$ cat src/rtl/aes_key_sched.sv
// rtl/aes_key_sched.sv - iterative AES-128 key expansion, one round key per handshake; optional round-key cache under AES_KEY_CACHE_EN

// AES S-box computed as GF(2^8) inverse (a^254) followed by the affine transform.
module aes_sbox (
  input  logic [7:0] a,
  output logic [7:0] s
);

  function automatic logic [7:0] gf_mul(input logic [7:0] x, input logic [7:0] y);
    logic [7:0] p;
    logic [7:0] t;
    p = 8'h00;
    t = x;
    for (int i = 0; i < 8; i++) begin
      if (y[i]) p = p ^ t;
      t = {t[6:0], 1'b0} ^ (t[7] ? 8'h1b : 8'h00);
    end
    return p;
  endfunction

  logic [7:0] x2, x3, x6, x12, x15, x30, x60, x120, x240, x252, inv;

  // Addition chain for a^254 (254 = 240 + 12 + 2); zero maps to zero on its own.
  assign x2   = gf_mul(a, a);
  assign x3   = gf_mul(x2, a);
  assign x6   = gf_mul(x3, x3);
  assign x12  = gf_mul(x6, x6);
  assign x15  = gf_mul(x12, x3);
  assign x30  = gf_mul(x15, x15);
  assign x60  = gf_mul(x30, x30);
  assign x120 = gf_mul(x60, x60);
  assign x240 = gf_mul(x120, x120);
  assign x252 = gf_mul(x240, x12);
  assign inv  = gf_mul(x252, x2);

  // Affine transform: XOR of the inverse with its four left rotations, plus 0x63.
  assign s = inv
           ^ {inv[6:0], inv[7]}
           ^ {inv[5:0], inv[7:6]}
           ^ {inv[4:0], inv[7:5]}
           ^ {inv[3:0], inv[7:4]}
           ^ 8'h63;

endmodule

module aes_key_sched #(
  parameter int RND_SIZE = 128,
  parameter int WRD_SIZE = 32,
  parameter int NUM_BLK  = 4,
  parameter int NUM_RND  = 10,
  parameter int CNT_SIZE = 4
) (
  input  logic                clk,
  input  logic                rst_n,
  input  logic                i_key_vld,
  input  logic [RND_SIZE-1:0] i_key,
  output logic                o_key_rdy,
  output logic                o_rk_vld,
  input  logic                i_rk_rdy,
  output logic [RND_SIZE-1:0] o_rk,
  output logic [CNT_SIZE-1:0] o_rk_idx,
  output logic                o_rk_last,
  input  logic                i_replay
);

  localparam logic [CNT_SIZE-1:0] LAST_IDX = CNT_SIZE'(NUM_RND);

  typedef enum logic {IDLE, RUN} state_t;

  state_t              state, state_nxt;
  logic [7:0]          rcon;
  logic                key_acc;
  logic                rpl_acc;
  logic                rpl_ok;
  logic                rk_adv;
  logic [CNT_SIZE-1:0] idx_inc;
  logic [WRD_SIZE-1:0] w_last;
  logic [WRD_SIZE-1:0] rot_w;
  logic [WRD_SIZE-1:0] sub_w;
  logic [WRD_SIZE-1:0] t_w;
  logic [WRD_SIZE-1:0] acc;
  logic [RND_SIZE-1:0] rk_gen;
  logic [RND_SIZE-1:0] rk_nxt;
  logic [RND_SIZE-1:0] rpl_key;

  assign idx_inc = o_rk_idx + CNT_SIZE'(1);

  // SubWord(RotWord(w3)) ^ rcon, where w3 is the least significant word of the current key.
  assign w_last = o_rk[WRD_SIZE-1:0];
  assign rot_w  = {w_last[WRD_SIZE-9:0], w_last[WRD_SIZE-1 -: 8]};

  for (genvar g = 0; g < WRD_SIZE / 8; g++) begin : g_sbox
    aes_sbox u_sbox (
      .a (rot_w[g*8 +: 8]),
      .s (sub_w[g*8 +: 8])
    );
  end

  assign t_w = sub_w ^ {rcon, {(WRD_SIZE-8){1'b0}}};

  // Chained word XOR: n0 = w0^t, n(i) = w(i)^n(i-1), word 0 in the MSBs.
  always_comb begin
    rk_gen = '0;
    acc    = t_w;
    for (int i = 0; i < NUM_BLK; i++) begin
      acc = acc ^ o_rk[RND_SIZE-1-i*WRD_SIZE -: WRD_SIZE];
      rk_gen[RND_SIZE-1-i*WRD_SIZE -: WRD_SIZE] = acc;
    end
  end

`ifdef AES_KEY_CACHE_EN
  logic [RND_SIZE-1:0] cache [0:NUM_RND];
  logic                cache_vld;
  logic                rpl_mode;

  assign rpl_ok  = i_replay & cache_vld;
  assign rpl_key = cache[0];
  assign rk_nxt  = rpl_mode ? cache[idx_inc] : rk_gen;

  // Register file captures every generated key; entry 0 is the cipher key itself.
  always_ff @(posedge clk) begin
    if (key_acc)
      cache[0] <= i_key;
    else if (rk_adv && !rpl_mode)
      cache[idx_inc] <= rk_gen;
  end

  // Cache becomes valid only once the final round key has been generated.
  always_ff @(posedge clk or negedge rst_n) begin
    if (!rst_n) begin
      cache_vld <= 1'b0;
      rpl_mode  <= 1'b0;
    end else if (key_acc) begin
      cache_vld <= 1'b0;
      rpl_mode  <= 1'b0;
    end else if (rpl_acc) begin
      rpl_mode  <= 1'b1;
    end else if (rk_adv && !rpl_mode && (idx_inc == LAST_IDX)) begin
      cache_vld <= 1'b1;
    end
  end
`else
  logic unused_replay;

  assign unused_replay = i_replay;
  assign rpl_ok        = 1'b0;
  assign rpl_key       = '0;
  assign rk_nxt        = rk_gen;
`endif

  // State register.
  always_ff @(posedge clk or negedge rst_n) begin
    if (!rst_n) state <= IDLE;
    else        state <= state_nxt;
  end

  // Next state and handshake decode; a new cipher key wins over replay.
  always_comb begin
    state_nxt = state;
    o_key_rdy = 1'b0;
    key_acc   = 1'b0;
    rpl_acc   = 1'b0;
    rk_adv    = 1'b0;
    case (state)
      IDLE: begin
        o_key_rdy = 1'b1;
        if (i_key_vld) begin
          key_acc   = 1'b1;
          state_nxt = RUN;
        end else if (rpl_ok) begin
          rpl_acc   = 1'b1;
          state_nxt = RUN;
        end
      end
      RUN: begin
        if (i_rk_rdy) begin
          if (o_rk_idx == LAST_IDX) state_nxt = IDLE;
          else                      rk_adv    = 1'b1;
        end
      end
      default: state_nxt = IDLE;
    endcase
  end

  assign o_rk_vld  = (state == RUN);
  assign o_rk_last = o_rk_vld & (o_rk_idx == LAST_IDX);

  // Round-key register, index and rcon; held while stalled and after the last key.
  always_ff @(posedge clk or negedge rst_n) begin
    if (!rst_n) begin
      o_rk     <= '0;
      o_rk_idx <= '0;
      rcon     <= 8'h01;
    end else if (key_acc) begin
      o_rk     <= i_key;
      o_rk_idx <= '0;
      rcon     <= 8'h01;
    end else if (rpl_acc) begin
      o_rk     <= rpl_key;
      o_rk_idx <= '0;
      rcon     <= 8'h01;
    end else if (rk_adv) begin
      o_rk     <= rk_nxt;
      o_rk_idx <= idx_inc;
      rcon     <= {rcon[6:0], 1'b0} ^ (rcon[7] ? 8'h1b : 8'h00);
    end
  end

endmodule

$ cat config.mk
export PLATFORM = sky130hd
export DESIGN_NAME = aes_key_sched
export DESIGN_NICKNAME = d
export VERILOG_FILES = /design/src/rtl/aes_key_sched.sv
export SDC_FILE = /design/constraint.sdc
export NUM_CORES = 2
export LEC_CHECK = 0
export CORE_MARGIN = 5
export CORE_UTILIZATION = 56
export CTS_CLUSTER_DIAMETER = 200
export DETAILED_ROUTE_END_ITERATION = 10
export PLACE_DENSITY = 0.75
export SYNTH_ARGS = -nofsm -noshare
export SYNTH_HDL_FRONTEND = slang
export SYNTH_SLANG_ARGS = --single-unit
$ cat constraint.sdc
create_clock -name clk -period 52.9 [get_ports clk]
set_input_delay 7.935 -clock clk [delete_from_list [all_inputs] [get_ports clk]]
set_output_delay 7.935 -clock clk [all_outputs]
set_load 0.01 [all_outputs]
# After elaboration in Yosys (flattened, before gate mapping)
# Cells that the tools add are included.
dict set report word_totals {
  ff_bits 141
  inputBits 133
  elab_cells 1326
  out_inout_bits 135
}
dict set report op_classes {
  eq_ne 1
  bitwise_logic 644
  n_addsub 1
  reduce_logical 1
  n_mux 675
}
# op count
set ops {}
lappend ops {{8-bit bitwise XOR} 632}
lappend ops {{8-bit 2-to-1 mux} 354}
lappend ops {{5-bit 2-to-1 mux} 309}
lappend ops {{128-bit 2-to-1 mux} 2}
lappend ops {{32-bit bitwise XOR} 5}
lappend ops {{4-bit inverter} 4}
lappend ops {{4-bit 2-to-1 mux} 2}
lappend ops {{8-bit by 5-bit bitwise XOR with 8-bit output} 1}
lappend ops {{1-bit 2-to-1 mux} 7}
lappend ops {{4-bit by 1-bit adder with 4-bit output, second input constant} 1}
lappend ops {{4-bit equality test, second input constant} 1}
lappend ops {{1-bit one-hot mux with 2 select lines} 1}
lappend ops {{2-bit nonzero test} 1}
lappend ops {{1-bit bitwise AND} 1}
lappend ops {{1-bit inverter} 1}

# Longest topological paths before layout
dict set report depth {
  word_depth 188
  ltp_mapped 78
  mapped_depth_nobuf 68
}

# Cells and area by module
# A second synthesis with hierarchy kept.
dict set report hier_totals {
  cells_unflattened 6155
  area_unflattened_um2 51194.1
}
# module area_each_um2 cells_each n_inst seq_area_each_um2
set by_module_without_submodules {}
lappend by_module_without_submodules {aes_sbox 10839.1 1346 4 0.0}
lappend by_module_without_submodules {aes_key_sched 7837.5 771 1 3529.6}

# Worst setup path before layout
# No wires, ideal clock.
dict set report synth_path {
  path_type {flip-flop to flip-flop}
  from {reg o_rk[8]}
  to {reg o_rk[21]}
  arrival_time_ns 18.433
  stages_incl_launch_ff 73
  required_time_ns 52.763
  setup_ns 0.137
  synth_period_minus_slack_ns 18.570
  path_slack_ns 34.330
  cell_sequence {dfrtp_1 -> ha_1 -> buf_2 -> xor3_1 -> nand2b_1 -> xnor2_2 -> xnor3_1 -> and2_1 -> a311oi_1 -> xnor2_1 -> xnor2_1 -> xnor2_2 -> inv_2 -> buf_1 -> ha_1 -> xnor3_1 -> mux2i_1 -> xnor2_2 -> [37 not listed] -> o21ai_0 -> a22oi_1 -> xnor2_1 -> xnor2_1 -> xor3_1 -> xnor3_2 -> buf_4 -> mux2i_1 -> or4_1 -> o221ai_1 -> xor2_1 -> xnor3_2 -> xnor2_1 -> or2_0 -> a21boi_0 -> mux2_2 -> a2111oi_0 -> o31ai_1}
}
dict set report synth_between {
  elab_chain_len 181
  word_cells_on_any_way 324
  cone_classes {mux (160); bitwise (164)}
}
# element line
set synth_rtl {}
lappend synth_rtl {{start, declared} 60} ;# output logic [RND_SIZE-1:0] o_rk,
lappend synth_rtl {{start signal, assigned} 195} ;# o_rk <= i_key;
lappend synth_rtl {{start signal, assigned} 199} ;# o_rk <= rpl_key;
lappend synth_rtl {{start signal, assigned} 203} ;# o_rk <= rk_nxt;
lappend synth_rtl {{8-bit 2-to-1 mux} 15} ;# if (y[i]) p = p ^ t;
lappend synth_rtl {{8-bit bitwise XOR} 15}
lappend synth_rtl {{8-bit 2-to-1 mux} 15}
lappend synth_rtl {{8-bit bitwise XOR} 15}
lappend synth_rtl {{8-bit 2-to-1 mux} 15}
lappend synth_rtl {{8-bit bitwise XOR} 15}
lappend synth_rtl {{8-bit 2-to-1 mux} 15}
lappend synth_rtl {{8-bit bitwise XOR} 15}
lappend synth_rtl {{[162 not listed]} n/a}
lappend synth_rtl {{8-bit bitwise XOR} 39} ;# ^ {inv[5:0], inv[7:6]}
lappend synth_rtl {{8-bit bitwise XOR} 40} ;# ^ {inv[4:0], inv[7:5]}
lappend synth_rtl {{8-bit bitwise XOR *} 41} ;# ^ {inv[3:0], inv[7:4]}
lappend synth_rtl {{4-bit inverter (no line) *} n/a}
lappend synth_rtl {{32-bit bitwise XOR *} 99} ;# assign t_w = sub_w ^ {rcon, {(WRD_SIZE-8){1'b0}}};
lappend synth_rtl {{32-bit bitwise XOR * (4 in series)} 106} ;# acc = acc ^ o_rk[RND_SIZE-1-i*WRD_SIZE -: WRD_SIZE];
lappend synth_rtl {{128-bit 2-to-1 mux *} 202} ;# end else if (rk_adv) begin
lappend synth_rtl {{128-bit 2-to-1 mux *} 194} ;# end else if (key_acc) begin
# Every way passes the cells marked *; elsewhere a longest branch is shown, timed or not. The select of a mux whose other input is x is not followed.
# A chain may end at the register's enable or synchronous reset.

# Final worst setup path
dict set report layout_path {
  from {reg o_rk[24]}
  to {reg o_rk[0]}
}
dict set report layout_between {
  elab_chain_len 181
  word_cells_on_any_way 324
  cone_classes {mux (160); bitwise (164)}
}
# element line
set layout_rtl {}
lappend layout_rtl {{8-bit 2-to-1 mux} 15}
lappend layout_rtl {{8-bit bitwise XOR} 15}
lappend layout_rtl {{8-bit 2-to-1 mux} 15}
lappend layout_rtl {{8-bit bitwise XOR} 15}
lappend layout_rtl {{8-bit 2-to-1 mux} 15}
lappend layout_rtl {{8-bit bitwise XOR} 15}
lappend layout_rtl {{8-bit 2-to-1 mux} 15}
lappend layout_rtl {{8-bit bitwise XOR} 15}
lappend layout_rtl {{[162 not listed]} n/a}
lappend layout_rtl {{8-bit bitwise XOR} 39}
lappend layout_rtl {{8-bit bitwise XOR} 40}
lappend layout_rtl {{8-bit bitwise XOR *} 41}
lappend layout_rtl {{4-bit inverter (no line) *} n/a}
lappend layout_rtl {{32-bit bitwise XOR *} 99}
lappend layout_rtl {{32-bit bitwise XOR * (4 in series)} 106}
lappend layout_rtl {{128-bit 2-to-1 mux *} 202}
lappend layout_rtl {{128-bit 2-to-1 mux *} 194}
# Marks and branches as above.

==> metrics.txt <==
total of max-cap violations=0; Worst setup EP type=flip-flop; final core occ=60.7%; number of port buffers=266; Post-Synth Simple-Gate Area=17.7%; met2 usage=46.0%; first-pass GRT wire length=234 mm; total core area=0.0935 sq mm; post-synthesis mux area share=5.44%; Mapped Cells=6342; initial antenna violation count=6; distinct cell type count after synthesis=138; Slowest cell on crit path=nor2_1; layout cells sized above 1=9.34%; Root Buffer=clkbuf_16; row cnt=112; total grt overflow=0; Post-CTS Setup Bufs=0; main flop type after synthesis=dfrtp_1; Area contributors post-synth=xnor2_1, xnor3_1, xor2_1; Post-Synth XOR/XNOR Area=49.4%; sequential element share of the synthesized area=6.68%; synthesized area=0.0529 sq mm; total CTS buffers=17; Seq cells post-synth=141; post-route ant nets=0; final instance area=0.0567 sq mm; synth warn=0; Syn Nets=6505; Critical Path Start Type=flip-flop; Worst path max stage delay=0.81 ns; final hold viol count=0; htree depth=4; DIE HEIGHT=317 um; I/O pin total=268; # hold bufs at CTS=0; hold crit path type=flip-flop to flip-flop; post-DP HPWL=107 mm; Synth Area in Compound Gates=15.5%; RePlAce Congestion=0.911; CP bufs+invs=6; WP data required=53.30 ns; initial core utilization=56.6%; RSZ-0062 raised after global routing=no; clk buf depth=2; total negative setup slack=0 ns; layout overhead on the synthesized area=7.34%; Clock Sinks=141; cell family with most CP delay=XOR/XNOR gates; largest net degree at the start of global routing=80; drt initial violations=4706; clk_skew=0.0166 ns; CTS clk-pin slew, worst paths=0.07 ns; gr usage total=27.9%; Worst Path Arrival=24.20 ns; die area=0.101 sq mm; max-slew violation count=0; WL per Instance=19.2 um; kind of critical path=flip-flop to flip-flop; CTS tree=yes; Residual DRC=0; Max Clk Rate=0.0420 GHz; largest family of logic cells by synthesized area=XOR/XNOR gates; worst-path maximum fanout=26; met1 Resource Use GR=39.6%; slew margin rel.=14.4%; via-per-instance ratio=6.03; Slew @ Worst Pin=1.27 ns; Synth Area in Adders=0.710%; chip width=317 um; Post-synth EDFFs=0; endpoints failing setup=0; Synth area leader=xnor2_1; reg2reg path depth=64; Vias=45900; Commonest cells post-synth=xnor2_1, nand2_1, nor2_1, xor2_1, xnor3_1; Pre-antenna DRT Iters=8; synthesized area per cell=8.34 sq um; DP Area=0.0561 sq mm; fin nets=6501; Crit. path cell count=64; vias in the first global route=43100; gr busiest metal=met2; total wire length=146 mm; ys async rst share=100%; Clk Latency, worst-skew pair=0.47 ns; Yosys top cell area share=18.7%; fin crit period=23.80 ns; count leader, synth=xnor2_1; hold path depth=2; met3 usage=3.75%; status=completed; crit share post-route=45.0%; Resized cells post-CTS=0; WHS=0.514 ns
[placed cells by master (no fill, tap or decap), drive strengths merged, types with 83 or more instances in the layout]
cell type	instances
nand2	679
inv	109
nand2b	83
xnor3	333
nor2	656
buf	132
nand3	144
a22oi	102
xor2	478
clkdlybuf4s50	265
xnor2	1269
dfrtp	140
o21ai	285
a21oi	285
nor3	109
mux2i	208
[metal layers]
metal / part of all wire, % / vias to the layer above / wire (um)
met3: 7.3 / 191 / 10600
met1: 44 / 22200 / 64900
met4: 1.8 / 2 / 2690
met5: 0.0089 / - / 13
li1: - / 21800 / -
met2: 46 / 1643 / 67800
[final timing paths]
check | from | endpoint | slack, ns
max in group asynchronous | rst_n | o_rk[71]$_DFFE_PN0P_ | 43.99
worst max register to register | o_rk[24]$_DFFE_PN0P_ | o_rk[0]$_DFFE_PN0P_ | 29.10
worst max-delay path | o_rk[24]$_DFFE_PN0P_ | o_rk[0]$_DFFE_PN0P_ | 29.10
min in group asynchronous | rst_n | o_rk[74]$_DFFE_PN0P_ | 7.47
worst min-delay path | rcon[1]$_DFFE_PN0P_ | rcon[2]$_DFFE_PN0P_ | 0.51
worst min register to register | rcon[1]$_DFFE_PN0P_ | rcon[2]$_DFFE_PN0P_ | 0.51
[flip-flops by register name, summed over array words and instances, names as in the netlist]
register / cells
o_rk_vld: 1
o_rk_idx: 4
rcon: 8
o_rk: 128
[final cells by class]
class,count,area [sq um]
flip-flops and latches,141,3530
well taps,1254,1570
multi-input cells,5662,47000
inverters,119,447
clock buffers,19,453
fillers,8158,36700
diodes,2,5.00
clock inverters,11,144
repair buffers,397,3650
[per-stage QoR]
step / cells / setup slack [ns]
3_5_place_dp: 7573 / 29.67
6_report: 7605 / 29.10
3_3_place_gp: 7573 / 30.08
4_1_cts: 7603 / 29.57
5_1_grt: 7604 / 27.73
2_1_floorplan: 6342 / 34.33
[worst register-to-register path: cells and delay by family, from the launching register on]
family                   cells  cell delay [ns]
XOR/XNOR                    28            12.34
adder cells (fa/ha/maj)      7             3.64
AND/OR/NAND/NOR             11             2.74
AO/OA/AOI/OAI               10             2.20
buffers and inverters        6             1.92
multiplexers                 2             0.51
flip-flops                   1             0.36
[kinds of logic after synthesis]
| group | after synthesis |
|---|---|
| AOI/OAI and AO/OA | 1191 |
| xor gates and xnor gates | 2135 |
| adders and majority gates | 30 |
| buffers and inverters | 539 |
| DFF | 141 |
| muxes | 270 |
| and+or+nand+nor | 2036 |
Power is left out: the tool's default activity adds up to more than one toggle a clock period on the data nets, which glitch-free logic cannot reach.
